### src/rtl/enable_tick_gen.sv
// Programmable clock-enable generator: base tick every D cycles, sub tick every SUB_DIV base ticks.
// The divisor can be reloaded at run time; a new value takes effect only at a wrap or a clear.
module enable_tick_gen #(
  parameter int CNT_WIDTH   = 26,
  parameter int DEFAULT_DIV = 50_000_000,
  parameter int SUB_DIV     = 60
) (
  input  logic                 tick_clock,
  input  logic                 tick_reset,
  input  logic                 tick_run,
  input  logic                 tick_clear,
  input  logic [CNT_WIDTH-1:0] tick_div_value,
  input  logic                 tick_div_load,
  output logic                 tick_div_pending,
  output logic [CNT_WIDTH-1:0] tick_div_active,
  output logic [CNT_WIDTH-1:0] tick_count,
  output logic                 tick_pulseout,
  output logic                 tick_sub_pulseout
);

  localparam int SUB_WIDTH = (SUB_DIV > 1) ? $clog2(SUB_DIV) : 1;
  localparam logic [SUB_WIDTH-1:0] SUB_LAST = SUB_WIDTH'(SUB_DIV - 1);
  localparam logic [CNT_WIDTH-1:0] DEF_DIV  = (DEFAULT_DIV < 1) ? CNT_WIDTH'(1) : CNT_WIDTH'(DEFAULT_DIV);

  logic [CNT_WIDTH-1:0] count_q, count_d;
  logic [SUB_WIDTH-1:0] sub_q, sub_d;
  logic [CNT_WIDTH-1:0] active_q, active_d;
  logic [CNT_WIDTH-1:0] pend_val_q, pend_val_d;
  logic                 pend_q, pend_d;

  logic [CNT_WIDTH-1:0] div_eff;
  logic [CNT_WIDTH-1:0] div_last;
  logic [CNT_WIDTH-1:0] load_val;
  logic                 terminal;
  logic                 pulse;
  logic                 sub_pulse;
  logic                 apply;

  always_comb begin
    div_eff    = (active_q == '0) ? CNT_WIDTH'(1) : active_q;
    div_last   = div_eff - CNT_WIDTH'(1);
    // >= rather than == so an out-of-range count still wraps instead of running away
    terminal   = (count_q >= div_last);
    pulse      = tick_reset & tick_run & ~tick_clear & terminal;
    sub_pulse  = pulse & (sub_q >= SUB_LAST);
    apply      = pulse | tick_clear;
    load_val   = (tick_div_value == '0) ? CNT_WIDTH'(1) : tick_div_value;

    count_d    = count_q;
    sub_d      = sub_q;
    active_d   = active_q;
    pend_val_d = pend_val_q;
    pend_d     = pend_q;

    if (tick_clear) begin
      count_d = '0;
      sub_d   = '0;
    end else if (tick_run) begin
      if (terminal) begin
        count_d = '0;
        sub_d   = (sub_q >= SUB_LAST) ? '0 : sub_q + SUB_WIDTH'(1);
      end else begin
        count_d = count_q + CNT_WIDTH'(1);
      end
    end

    // A load coinciding with the switch point bypasses the pending slot entirely
    if (apply) begin
      if (tick_div_load) begin
        active_d = load_val;
      end else if (pend_q) begin
        active_d = pend_val_q;
      end
      pend_d = 1'b0;
    end else if (tick_div_load) begin
      pend_val_d = load_val;
      pend_d     = 1'b1;
    end
  end

  always_ff @(posedge tick_clock or negedge tick_reset) begin
    if (!tick_reset) begin
      count_q    <= '0;
      sub_q      <= '0;
      active_q   <= DEF_DIV;
      pend_val_q <= '0;
      pend_q     <= 1'b0;
    end else begin
      count_q    <= count_d;
      sub_q      <= sub_d;
      active_q   <= active_d;
      pend_val_q <= pend_val_d;
      pend_q     <= pend_d;
    end
  end

  assign tick_count        = count_q;
  assign tick_div_active   = active_q;
  assign tick_div_pending  = pend_q;
  assign tick_pulseout     = pulse;
  assign tick_sub_pulseout = sub_pulse;

endmodule

### config.mk
export PLATFORM = sky130hd
export DESIGN_NAME = enable_tick_gen
export DESIGN_NICKNAME = d
export VERILOG_FILES = /design/src/rtl/enable_tick_gen.sv
export SDC_FILE = /design/constraint.sdc
export NUM_CORES = 1
export LEC_CHECK = 0
export CORE_MARGIN = 10
export CORE_UTILIZATION = 49
export CTS_CLUSTER_SIZE = 10
export DETAILED_ROUTE_END_ITERATION = 10
export HOLD_SLACK_MARGIN = 0.08
export PLACE_DENSITY = 0.77
export SLEW_MARGIN = 20
export SYNTH_ARGS = -nofsm -noshare
export SYNTH_HDL_FRONTEND = slang
export SYNTH_SLANG_ARGS = --single-unit
### constraint.sdc
create_clock -name tick_clock -period 4.1 [get_ports tick_clock]
set_input_delay 0.615 -clock tick_clock [delete_from_list [all_inputs] [get_ports tick_clock]]
set_output_delay 0.615 -clock tick_clock [all_outputs]
set_load 0.01 [all_outputs]
==> run summary, run 1 <==
run status: finished with violations
failing checks: negative setup slack
routed len/inst: 17.2 um
post-synthesis sequential area ratio: 0.416
cell area after synthesis: 5150 um2
Critical Path Source Type: register
critical path class: register to output pin
Period minus WS final: 4570 ps
CTS max path bufs: 2
Final Instance Area: 7070 um2
placeable core area: 10300 um2
Synth area leaders: dfrtp_1 35%, mux2_2 12%, ha_1 7.0%
TritonCTS clock tree: done
initial antenna violation count: 0
pwr/cell area: 343 nW/um2
CP Max Fanout: 3
final wirelength: 13200 um
Max Freq: 219 MHz
r2r startpoint: tick_div_active[9]
start point of the critical path: tick_div_active[9]
cell taking the most area after synthesis: dfrtp_1
grt ovf: 0
Main synth FF type: dfrtp_1
Layout fillers: 800
crit path to: tick_pulseout
layout cell share with drive strength beyond 1: 0.361
Reg2Reg Depth: 21
synthesized flop and latch total: 85
Starting Density: 0.501
diode count: 0
drt pass-1 iters: 4
post-route ant nets: 0
DRT iter0 DRCs: 187
Sink Count: 85
Overall Global Routing Usage: 0.180
I/O pins: 86
pre-CTS setup slack: -513 ps
routed vias: 4192
hold crit path type: input pin to async pin
setup TNS: -12410 ps
Peak supply drop: 0.000198 V
post-synth top area share: 0.355
gpl congestion: 0.840
EDFF count, synth: 0
largest net degree at the start of global routing: 86
vias in the first global route: 4419
Num CTS Buffers: 9
Async SR Flop Fraction: 1.00
full die area: 15000 um2
Vert. Die Dim: 123 um
Final WS setup: -466 ps
Inst Count DP: 737
final core utilization: 0.688
root buf cell: clkbuf_8
Die X: 123 um
Worst Max-Slew Pin Slew: 770 ps
Slew Limit Fails: 0
CTS HTree Levels: 3
Worst Path Required: 3480 ps
DP Area: 6630 um2
Post-layout nets: 687
Hold Fails Final Rpt: 0
clock skew: 14.0 ps
post-synth cell types: 55
CTS hold repair buffers: 0
max cap viols: 0
Final Power: 2.42 mW
FF-to-FF setup slack: -270 ps
clock latency on the worst-skew pair: 380 ps
Synth warnings: 0
DRC Markers: 0
number of port buffers: 85
Syn-to-layout area delta: 37.3%
Syn Area/Cell: 11.0 um2
first-pass GRT wire length: 21800 um
# rows: 37
clock transition at the registers of the reported paths: 90 ps
WHS: 350 ps
non-filler cells, final: 768
crit end category: output pin
Pleak: 2.97 nW
worst flop-to-flop path endpoint: pend_val_q[23]
final critical-path share of the clock period: 1.11
Worst slew margin: 0.486
final setup fails: 58
post-synthesis cell count: 468
RSZ-0062 raised after global routing: true
Synth Net Count: 528
Detail Placement HPWL: 9850 um
Vias/cell: 5.46
WP data arrival: 3950 ps
final cells by class:
cell class / count / area, um2 / share of cell area
tap: 136 / 170 / 0.0241
inverter: 9 / 33.8 / 0.00478
multi-input combinational: 361 / 3060 / 0.433
clock inverter: 6 / 55.1 / 0.00779
clock buffer: 10 / 128 / 0.0181
sequential: 85 / 2140 / 0.303
timing repair buffer: 161 / 1480 / 0.209
how the worst min path moves through the flow:
stage | depth (start not counted) | to | startpoint
after floorplan | 0 | pend_val_q[0] | tick_reset
after global placement | 1 | pend_val_q[17] | pend_val_q[17]
after detailed placement | 1 | pend_val_q[16] | pend_val_q[16]
after CTS | 1 | pend_val_q[15] | pend_val_q[15]
after global routing | 2 | sub_q[5] | tick_reset
final | 2 | sub_q[5] | tick_reset
cell usage in the layout, fill, tap and decap left out, drive strengths merged, types with 3 or more instances in the layout:
cell type	n
a21oi	15
a221o	3
a31oi	4
and2	3
and3	4
buf	79
clkbuf	10
clkdlybuf4s50	82
clkinv	3
dfrtp	73
dfstp	12
ha	29
inv	12
mux2	73
mux2i	4
nand2	23
nand2b	3
nand3	19
nand4	11
nor2	54
nor3	12
nor4	13
o21ai	13
or2	3
or3	5
or4	6
xnor2	22
xor2	22
state kept, by name, indices dropped and copies added (netlist names):
register,cells
tick_count,26
tick_div_pending,1
pend_val_q,26
tick_div_active,26
sub_q,6
layer usage:
metal,GRT usage,vias to the layer above,routed length (um)
li1,-,2006,-
met1,0.217,2045,5770
met2,0.310,119,6510
met3,0.0409,22,746
met4,0.0611,0,214
met5,0,-,0
what timing repair did:
item | in CTS | in global routing
setup endpoints to repair | 59 | 83
buffers inserted | 10 | 5
pin swaps | 12 | 7
resized for setup | 20 | 23
cells in the mapped netlist (all sizes together) (5+ instances only):
library cell / n
nand4: 11
xnor2: 22
dfrtp: 73
inv: 9
or3: 5
nor4: 13
xor2: 22
dfstp: 12
nor2: 54
mux2: 73
nand2: 23
a21oi: 15
nand3: 19
nor3: 12
clkbuf: 5
o21ai: 13
ha: 29
buf: 8
or4: 6
worst max-delay path: stages (launching register included):
cell and delay [ps]:
dfrtp_2 420, or4_4 540, nor2_4 100, nand4_1 140
buf_4 170, buf_4 120, buf_4 120, buf_4 120
buf_4 120, buf_4 120, buf_4 120, nand2_1 80
ha_1 280, nand4_4 140, nor2_1 60, a221o_1 360
a211oi_4 210, nand2b_4 180, nor2_2 30, buf_2 160
report_power, final:
part	switching, mW	internal, mW	leakage, nW
Clock	0.342	0.232	0.0934
Sequential	0.0610	0.957	1.05
Combinational	0.367	0.463	1.83
kinds of logic (layout without fill, tap and decap cells):
logic type | count (synthesis) | in the layout | synth area share
buf+inv | 22 | 186 | 0.0238
simple gates | 165 | 165 | 0.171
fa+ha+maj | 29 | 29 | 0.0705
compound gates | 46 | 46 | 0.0639
mux | 77 | 77 | 0.181
xor+xnor | 44 | 44 | 0.0748
flops | 85 | 85 | 0.416
Note: power is estimated with default switching activity, not from simulation.
==> inputs of run 2 (changes only) <==
--- a/config.mk
+++ b/config.mk
@@ -6,11 +6,11 @@
 export NUM_CORES = 1
 export LEC_CHECK = 0
 export CORE_MARGIN = 10
-export CORE_UTILIZATION = 49
+export CORE_UTILIZATION = 54
 export CTS_CLUSTER_SIZE = 10
 export DETAILED_ROUTE_END_ITERATION = 10
 export HOLD_SLACK_MARGIN = 0.08
-export PLACE_DENSITY = 0.77
+export PLACE_DENSITY = 0.81
 export SLEW_MARGIN = 20
 export SYNTH_ARGS = -nofsm -noshare
 export SYNTH_HDL_FRONTEND = slang
==> constraint.sdc (replaced) <==
create_clock -name tick_clock -period 4.7 [get_ports tick_clock]
set_input_delay 0.705 -clock tick_clock [delete_from_list [all_inputs] [get_ports tick_clock]]
set_output_delay 0.705 -clock tick_clock [all_outputs]
set_load 0.01 [all_outputs]
==> run summary, run 2 (synthesized netlist as in run 1, its figures left out) <==
DRC Markers: 0
Post-layout nets: 658
drt pass-1 iters: 4
Slew Limit Fails: 0
post-route ant nets: 0
Vias/cell: 5.56
RSZ-0062 raised after global routing: true
Net Sw Power: 646 uW
Final WS setup: -82.0 ps
CP Max Fanout: 4
Pleak: 2.83 nW
critical path class: register to output pin
Starting Density: 0.555
DRT iter0 DRCs: 208
WHS: 483 ps
full die area: 13800 um2
r2r startpoint: tick_div_active[15]
layout cell share with drive strength beyond 1: 0.303
clock transition at the registers of the reported paths: 90 ps
root buf cell: clkbuf_8
Worst slew margin: 0.502
Logic pwr share: 0.305
CTS max path bufs: 2
vias in the first global route: 4270
Inst Count DP: 706
routed vias: 4073
initial antenna violation count: 0
max cap viols: 0
clock skew: 14.6 ps
pre-CTS setup slack: -163 ps
Period minus WS final: 4780 ps
switching share of total power: 0.292
run status: finished with violations
Multi-input gate area: 3010 um2
Vert. Die Dim: 118 um
Overall Global Routing Usage: 0.180
placeable core area: 9280 um2
clock latency on the worst-skew pair: 360 ps
Critical Path Source Type: register
Pint: 1.57 mW
first-pass GRT wire length: 21100 um
Max Freq: 209 MHz
sequential power share: 0.407
diode count: 0
pwr/cell area: 325 nW/um2
hold crit path type: input pin to async pin
grt ovf: 0
Reg2Reg Depth: 20
largest net degree at the start of global routing: 86
gpl congestion: 0.836
Num CTS Buffers: 9
crit end category: output pin
routed len/inst: 17.7 um
TritonCTS clock tree: done
Detail Placement HPWL: 9430 um
final setup fails: 2
highest-count cells in the layout ignoring fill and taps: 82 x clkdlybuf4s50_1, 73 x dfrtp_1, 55 x mux2_2
Syn-to-layout area delta: 32.3%
failing checks: negative setup slack
FF-to-FF setup slack: 230 ps
non-filler cells, final: 732
Sink Count: 85
# rows: 35
final wirelength: 12900 um
WP data arrival: 4080 ps
Peak supply drop: 0.000211 V
final critical-path share of the clock period: 1.02
most common cell after layout, fill and taps aside: clkdlybuf4s50_1
I/O pins: 86
clock power share: 0.288
Worst Path Required: 3990 ps
Hold Fails Final Rpt: 0
Final Power: 2.21 mW
Worst Max-Slew Pin Slew: 747 ps
CTS HTree Levels: 3
Layout fillers: 630
worst flop-to-flop path endpoint: pend_val_q[23]
CTS hold repair buffers: 0
Die X: 118 um
number of port buffers: 85
Seq. cell area: 2140 um2
[run 2: timing repair]
item	4_1_cts	5_1_grt
setup endpoints to repair	2	16
setup buffers	6	4
gates resized for setup	18	17
pin swaps	10	16
[run 2: power by group through the flow]
stage	logic [mW]	clock network (mW)	registers (mW)
after floorplan	0.282	0	0.947
after detailed placement	0.636	0	0.905
after global routing	0.729	0.673	0.911
final	0.674	0.637	0.900
after global placement	0.620	0	0.899
after CTS	0.652	0.646	0.895
[run 2: critical path, cell delays in order, from the launching register on]
cell,delay (ps)
dfstp_2,380
or3_4,400
nor4_4,180
buf_4,160
nand4_1,130
nor2_2,150
nor2_2,50
ha_2,170
nand3_2,80
or2_4,160
nor2_4,50
nand2_1,80
xor2_1,220
ha_1,320
nand4_4,130
nor2_2,50
a221o_1,350
a211oi_2,240
nand2b_4,190
nor2_2,30
buf_2,150
[run 2: how the worst max path moves through the flow]
| stage | cells past startpoint | to | from | slack, ps |
|---|---|---|---|---|
| after detailed placement | 20 | tick_sub_pulseout | tick_div_active[14] | -160 |
| after CTS | 20 | tick_pulseout | tick_div_active[14] | -20 |
| after floorplan | 18 | tick_sub_pulseout | tick_div_active[9] | 340 |
| after global placement | 20 | tick_sub_pulseout | tick_div_active[14] | -40 |
| final | 20 | tick_pulseout | tick_div_active[15] | -80 |
| after global routing | 20 | tick_pulseout | tick_div_active[2] | -310 |
[run 2: per-stage QoR]
stage	util	TNS, ps	cell area (um2)
after global routing	0.734	-583	6810
after detailed placement	0.685	-294	6360
after floorplan	-	0	5150
final	0.734	-131	6810
after CTS	0.721	-24.3	6690
after global placement	0.685	-61.6	6360
[run 2: cell type report]
class                   count  share of cell area
clock buffers              10              0.0187
clock inverters             6              0.0173
inverters                   9             0.00496
multi-input cells         361               0.442
flip-flops and latches     85               0.314
well taps                 129              0.0237
repair buffers            132               0.179
[run 2: metal layers]
layer | up-vias | GRT usage | routed length, um
li1 | 1957 | - | -
met3 | 22 | 0.0489 | 658
met1 | 1996 | 0.220 | 5470
met2 | 98 | 0.307 | 6590
met5 | - | 0 | 0
met4 | 0 | 0.0456 | 216
